## config.mk

```make
export PLATFORM = sky130hd
export DESIGN_NAME = im_loader
export DESIGN_NICKNAME = d
export VERILOG_FILES = /design/src/rtl/im_loader_pkg.sv /design/src/rtl/im_loader_packer.sv /design/src/rtl/im_loader.sv
export SDC_FILE = /design/constraint.sdc
export NUM_CORES = 1
export LEC_CHECK = 0
export BUFFER_PORTS_ARGS = -buffer_cell sky130_fd_sc_hd__buf_2
export CORE_ASPECT_RATIO = 0.5
export CORE_MARGIN = 8
export CORE_UTILIZATION = 45
export DETAILED_ROUTE_END_ITERATION = 12
export PLACE_DENSITY = 0.74
export SYNTH_ARGS = -nofsm -noshare
export SYNTH_HDL_FRONTEND = slang
export SYNTH_SLANG_ARGS = --single-unit
```

## constraint.sdc

```tcl
create_clock -name clk -period 3.44 [get_ports clk]
set_clock_uncertainty 0.1 [all_clocks]
set_input_delay 0.172 -clock clk [delete_from_list [all_inputs] [get_ports clk]]
set_output_delay 0.172 -clock clk [all_outputs]
set_load 0.1 [all_outputs]
```

## src/rtl/im_loader_pkg.sv

```systemverilog
// Shared types and defaults for the instruction-memory boot loader.
package im_loader_pkg;

  localparam logic [7:0] SYNC_BYTE_DEF = 8'hA5;
  localparam int unsigned CNT_W = 17;

  typedef enum logic [2:0] {
    S_IDLE,
    S_CNT_HI,
    S_CNT_LO,
    S_DATA,
    S_CSUM,
    S_DONE,
    S_ERR
  } state_t;

endpackage

```

## src/rtl/im_loader_packer.sv

```systemverilog
// Packs accepted bytes little-endian into 32-bit words; word_valid pulses the cycle after the 4th byte.
module im_loader_packer (
  input  logic        clk,
  input  logic        rst,
  input  logic        clear,
  input  logic        byte_valid,
  input  logic [7:0]  byte_in,
  output logic        last_lane_c,
  output logic        word_valid,
  output logic [31:0] word
);

  logic [1:0] lane;

  assign last_lane_c = (lane == 2'd3);

  // Shifting right puts the first byte of a word in [7:0] once four bytes are in.
  always_ff @(posedge clk or negedge rst) begin
    if (!rst) begin
      lane       <= 2'd0;
      word       <= 32'd0;
      word_valid <= 1'b0;
    end else begin
      word_valid <= byte_valid && last_lane_c;
      if (clear) begin
        lane <= 2'd0;
      end else if (byte_valid) begin
        lane <= lane + 2'd1;
        word <= {byte_in, word[31:8]};
      end
    end
  end

endmodule

```

## src/rtl/im_loader.sv

```systemverilog
// Boot loader: receives a framed byte image, writes it to IM word by word and releases the CPU on a good checksum.
module im_loader
  import im_loader_pkg::*;
#(
  parameter int unsigned ADDR_W    = 10,
  parameter logic [7:0]  SYNC_BYTE = SYNC_BYTE_DEF
) (
  input  logic              clk,
  input  logic              rst,
  input  logic [7:0]        in_data,
  input  logic              in_valid,
  output logic              in_ready,
  input  logic              reload,
  output logic              im_we,
  output logic [ADDR_W-1:0] im_addr,
  output logic [31:0]       im_wdata,
  output logic              cpu_hold,
  output logic              load_done,
  output logic              load_err
);

  localparam int unsigned DEPTH = 2 ** ADDR_W;

  state_t           state;
  logic [7:0]       cnt_hi;
  logic [CNT_W-1:0] n_words;
  logic [CNT_W-1:0] wcnt;
  logic [7:0]       csum;

  logic             xfer_c;
  logic             data_byte_c;
  logic             last_lane_c;
  logic             clear_c;
  logic [CNT_W-1:0] n_c;

  assign xfer_c      = in_valid && in_ready;
  assign data_byte_c = xfer_c && (state == S_DATA);
  assign clear_c     = reload && ((state == S_DONE) || (state == S_ERR));
  assign n_c         = CNT_W'({cnt_hi, in_data});

  im_loader_packer u_packer (
    .clk         (clk),
    .rst         (rst),
    .clear       (clear_c),
    .byte_valid  (data_byte_c),
    .byte_in     (in_data),
    .last_lane_c (last_lane_c),
    .word_valid  (im_we),
    .word        (im_wdata)
  );

  always_ff @(posedge clk or negedge rst) begin
    if (!rst) begin
      state     <= S_IDLE;
      in_ready  <= 1'b0;
      cpu_hold  <= 1'b1;
      load_done <= 1'b0;
      load_err  <= 1'b0;
      cnt_hi    <= 8'd0;
      n_words   <= '0;
      wcnt      <= '0;
      csum      <= 8'd0;
      im_addr   <= '0;
    end else begin
      // The last word leaves im_addr at N-1, so it never wraps even for N == DEPTH.
      if (im_we && (state == S_DATA)) im_addr <= im_addr + ADDR_W'(1);

      case (state)
        S_IDLE: begin
          in_ready <= 1'b1;
          if (xfer_c && (in_data == SYNC_BYTE)) state <= S_CNT_HI;
        end
        S_CNT_HI: begin
          if (xfer_c) begin
            cnt_hi <= in_data;
            state  <= S_CNT_LO;
          end
        end
        S_CNT_LO: begin
          if (xfer_c) begin
            n_words <= n_c;
            if (n_c > CNT_W'(DEPTH)) begin
              state    <= S_ERR;
              in_ready <= 1'b0;
              load_err <= 1'b1;
            end else if (n_c == '0) begin
              state <= S_CSUM;
            end else begin
              state <= S_DATA;
            end
          end
        end
        S_DATA: begin
          if (xfer_c) begin
            csum <= csum ^ in_data;
            if (last_lane_c) begin
              wcnt <= wcnt + CNT_W'(1);
              if (wcnt + CNT_W'(1) == n_words) state <= S_CSUM;
            end
          end
        end
        S_CSUM: begin
          if (xfer_c) begin
            in_ready <= 1'b0;
            if (in_data == csum) begin
              state     <= S_DONE;
              load_done <= 1'b1;
              cpu_hold  <= 1'b0;
            end else begin
              state    <= S_ERR;
              load_err <= 1'b1;
            end
          end
        end
        S_DONE, S_ERR: begin
          if (reload) begin
            state     <= S_IDLE;
            in_ready  <= 1'b1;
            cpu_hold  <= 1'b1;
            load_done <= 1'b0;
            load_err  <= 1'b0;
            cnt_hi    <= 8'd0;
            n_words   <= '0;
            wcnt      <= '0;
            csum      <= 8'd0;
            im_addr   <= '0;
          end
        end
        default: state <= S_IDLE;
      endcase
    end
  end

endmodule

```

Yosys cells after proc, flatten, opt, wreduce, memory -nomap -nowiden
Index checks and enable logic that the tools add are counted.

storage, ports and cells
  register bits after elaboration = 102
  latch bits = 0
  memory bits (writable) = 0
  ROM bits = 0
  output and inout bits = 47
  memories = 0

operators by class
  $add $sub $neg = 3
  $mul = 0
  div/mod/pow operators = 0
  order comparisons = 1
  eq/ne operators = 21
  shift operators = 0
  muxes and demuxes = 45
  bitwise operators = 2
  reductions and logical operators = 26

operators by type and width
  kind                                                              count
  two-way mux 17 bit                                                4
  case mux 17 bit (2 select lines)                                  2
  case mux 8 bit (2 select lines)                                   2
  two-way mux 10 bit                                                3
  two-way mux 3 bit                                                 10
  two-way mux 8 bit                                                 3
  != test 2 bit (second input constant)                             9
  case mux 3 bit (6 select lines)                                   1
  adder 17 x 1 -> 17 bit (second input constant)                    1
  == test 17 bit                                                    1
  zero test 17 bit                                                  1
  greater-than comparator 16 x 11 -> 1 bit (second input constant)  1
  two-way mux 1 bit                                                 13
  adder 10 x 1 -> 10 bit (second input constant)                    1
  nonzero test 2 bit                                                5
  == test 3 bit (second input constant)                             3
  AND reduction 3 bit                                               3
  == test 8 bit                                                     1
  == test 8 bit (second input constant)                             1
  AND reduction 4 bit                                               2
  AND reduction 8 bit                                               1
  XOR 8 bit                                                         1
  == test 3 x 2 -> 1 bit (second input constant)                    2
  logical AND 1 bit                                                 6
  17 further kinds                                                  21

Longest topological paths before layout
  depth after elaboration = 6
  gate-level depth with buffers = 11
  gate-level depth less buffers = 7

By module
From an unflattened synthesis, not the netlist that was laid out.

unflattened totals
  cells, all modules = 532
  area, all modules = 5,351.4 um2

by module, submodules not included
  module            times used  cells each  area each (um2)
  im_loader         1           454         3,871.2
  im_loader_packer  1           78          1,480.2

Least setup slack after synthesis
Ideal clock, no wire load.

  kind = register to register
  start point = register in_ready
  end point = register wcnt[6]
  library setup time = 133 ps
  arrival = 2,182 ps
  required time = 3,207 ps
  slack = 1,025 ps
  stages on the path, launching flop included = 10
  period minus slack after synthesis = 2,415 ps
  cell sequence = dfrtp_1 > and2_0 > and2_1 > buf_2 > nand2_2 > inv_2 > nor2_2 > buf_2 > o21ai_0 > o41ai_1

on the way
  longest elaborated chain between the ends = 3

ends and longest elaborated chain
  item                           RTL line         RTL
  start: declaration             im_loader.sv:12  output logic in_ready,
  start signal: assignment       im_loader.sv:55  in_ready <= 1'b0;
  start signal: assignment       im_loader.sv:70  in_ready <= 1'b1;
  start signal: assignment       im_loader.sv:84  in_ready <= 1'b0;
  logical AND 1 bit              im_loader.sv:36  assign xfer_c = in_valid && in_ready;
  != test 2 bit (no line)        n/a
  AND reduction 4 bit (no line)  n/a
  end signal: assignment         im_loader.sv:97  wcnt <= wcnt + CNT_W'(1);
  end: declaration               im_loader.sv:27  logic [CNT_W-1:0] wcnt;

Every way passes these cells.
A chain may end at the register's enable or synchronous reset.

Final worst setup path
  start point = register wcnt[0]
  end point = register state[0]

on the way
  longest elaborated chain between the ends = 4

ends and longest elaborated chain
  item                              RTL line          RTL
  adder 17 x 1 -> 17 bit            im_loader.sv:98   if (wcnt + CNT_W'(1) == n_words) state <= S_CSUM;
  == test 17 bit                    im_loader.sv:98
  != test 2 x 1 -> 1 bit (no line)  n/a
  AND reduction 8 bit (no line)     n/a
  end signal: assignment            im_loader.sv:98
  end signal: assignment            im_loader.sv:106  state <= S_DONE;
  end signal: assignment            im_loader.sv:110  state <= S_ERR;
  end: declaration                  im_loader.sv:24   state_t state;

Every way passes these cells.

==> results.ini <==
[outcome]
status = finished, final reports clean

[cts]
clock_sinks = 101
cts_made_buffers = 9
htree_levels = 3
cts_resized = 0
clk_transition_reported_paths_ns = 0.07
insertion_delay_ns = 0.35
post_cts_buffers = 0
clockBufferDepth = 2
cts_tree = built
cts_root_buffer = clkbuf_16

[timing]
clock.fmax_ghz = 0.3623
fin_crit_ns = 2.760
tightestPinTransition_ns = 1.016
maxSlewViolCount = 0
setup_tns_ns = 0
report.final.hold_viol_count = 0
finalCritPeriodShare_pct = 80.24
slew_headroom_pct = 32.25
setup_viol = 0
grt_setup_unrepaired = no

[setup_path]
reg2reg_from = wcnt[0]
endpoint_kind = flop
critPathKind = flop to flop
path_max_fanout = 8
worstPathArrival_ns = 2.88
regToRegEndpoint = state[0]
cp-start-kind = flop
required_ns = 3.56
endpoint = state[0]
ff2ff_path_depth = 7
critPathLaunch = wcnt[0]
r2r_slack_ns = 0.68

[pwr]
power.leakage_nw = 2.763
p_per_area_nw_per_um2 = 952.4
ir_drop_mv = 0.9942

[synth]
ys_seq_area_share_pct = 48.91
synthMostInstantiatedCell = nand2_1
synth_top_area_cell = dfrtp_1
ys_seq_elements = 101
ys.flop_type = dfrtp_1
synth_top_area_share_pct = 48.40
ys.warnings.count = 0
synth.distinct_cells = 61
synth-edff-count = 0
syn-num-nets = 607
ys_async_sr_fraction_pct = 100.0
syn_inst = 592
syn-cell-area_um2 = 5170
avgSynthCellArea_um2 = 8.733
synth_common_cells = nand2_1 (161), dfrtp_1 (100), o21ai_0 (60)
synthTopCellsByArea = dfrtp_1 (48%), nand2_1 (12%), o21ai_0 (5.8%), xnor2_1 (3.0%), xor2_1 (3.0%)

[drt]
avgViaCountPerCell = 5.560
drtIter0Drc = 354
wl_per_cell_um = 15.30
via_count = 4381
drt_wl_total_um = 12060
dr.pass1.iters = 4
antenna_left = 0
drc = 0

[grt]
grt_pass1_wl_um = 20640
grt_max_degree = 82
grt_pass1_vias = 4087
grt_usage_pct = 16.06
overflow = 0
antenna_found_initial = 0

[floorplan]
start_util_pct = 46.66
rows = 27
ioPinCount = 59
die_area_um2 = 15380
die_h_um = 91.79
core-area_um2 = 11080
die_x_um = 167.6

[layout]
drive_gt1_share_pct = 15.24
layout.nets = 653
n_fill_cell = 998
postLayoutCoreUtil_pct = 53.31
n_antenna_cell = 0
areaGrowthSynthToFinish_pct = 14.25

[min_path]
hp-class = input pin to flop
hp-start = in_data[1]

[place]
hpwlAfterDp_um = 8646
place.gp.congestion = 0.8755
portBuffers = 58

[flow_run]
cap_violations = 0

[critical path, stage by stage, from the launching register on]
cell,delay [ns]
dfrtp_1,0.52
ha_1,0.36
and3_1,0.34
nand4_1,0.21
xnor2_1,0.19
a2111oi_2,0.34
nand4_1,0.20
a221o_1,0.39
[registers in the layout, indices dropped and copies added (netlist names), 2 cells and up]
register,count
n_words,16
cnt_hi,8
state,3
u_packer.lane,2
csum,8
im_addr,10
wcnt,17
u_packer.word,32
[per-stage QoR]
| stage | power [mW] | hold slack, ns | instance area (um2) | worst slack, ns | cells |
|---|---|---|---|---|---|
| 2_1_floorplan | 4.050 | -0.2236 | 5170 | 1.025 | 592 |
| 3_3_place_gp | 4.507 | 0.3136 | 5568 | 0.8306 | 771 |
| 3_5_place_dp | 4.546 | 0.3050 | 5568 | 0.7317 | 771 |
| 4_1_cts | 5.669 | 0.007866 | 5907 | 0.7224 | 788 |
| 5_1_grt | 5.892 | 0.02879 | 5907 | 0.4728 | 788 |
| 6_report | 5.626 | 0.01652 | 5907 | 0.6798 | 788 |
[metal layers]
layer / vias up / GRT usage, % / wire length (um)
li1: 2133 / - / -
met5: - / 0 / 0
met3: 9 / 4.532 / 772
met2: 140 / 25.54 / 5366
met4: 0 / 3.838 / 132
met1: 2099 / 21.48 / 5785
[layout by cell type (no fill, tap or decap), drive strengths merged, types with 2 or more instances in the layout]
master / instances
a2111oi: 2
nor3b: 4
a21boi: 2
and3: 3
a22o: 2
nor2: 29
nand2b: 2
and4: 4
o22ai: 2
nor4b: 2
nand2: 162
buf: 66
xor2: 18
o41ai: 3
nand3: 16
o21ai: 69
ha: 3
bufinv: 2
or3: 5
a21oi: 27
a31oi: 8
xnor2: 18
dfrtp: 100
o211ai: 3
a22oi: 2
nand4: 15
inv: 16
a211o: 2
clkbuf: 9
nor2b: 5
nor3: 6
o31ai: 6
nor4: 5
and2: 6
[final cells by class]
cell class                 count  area, um2  share of cell area, %
inverter                      13      48.80                 0.8261
timing repair buffer          67      362.8                  6.143
sequential                   101       2529                  42.81
multi-input combinational    446       2456                  41.58
clock buffer                   9      225.2                  3.813
tap                          145      181.4                  3.071
clock inverter                 7      103.9                  1.758
[worst min path at each step]
stage | endpoint | slack (ns) | cells after the start
final | u_packer.word[25] | 0.02 | 3
after detailed placement | u_packer.word[29] | 0.30 | 1
after floorplan | cnt_hi[0] | -0.22 | 0
after global placement | u_packer.word[29] | 0.31 | 1
after global routing | u_packer.word[27] | 0.03 | 3
after CTS | u_packer.word[25] | 0.008 | 3
[logic make-up (layout without fill, tap and decap cells)]
family	Yosys count	in the layout	synth area share (%)
and+or+nand+nor	267	267	24.44
AOI/OAI and AO/OA	139	139	15.97
DFF	101	101	48.91
buffers and inverters	45	96	3.654
xor gates and xnor gates	36	36	6.099
adders and majority gates	3	3	0.7261
muxes	1	1	0.1936
[repair_timing]
action | in CTS | in global routing
setup endpoints to repair | 0 | 0
hold endpoints to repair | 78 | 0
hold buffers | 1 | 0
[power by group]
| part | internal (mW) | switching, mW |
|---|---|---|
| Sequential | 1.53 | 0.341 |
| Combinational | 0.461 | 2.19 |
| Clock | 0.649 | 0.458 |
| Total | 2.64 | 2.99 |
No activity file was read; power rests on OpenSTA's default activity.
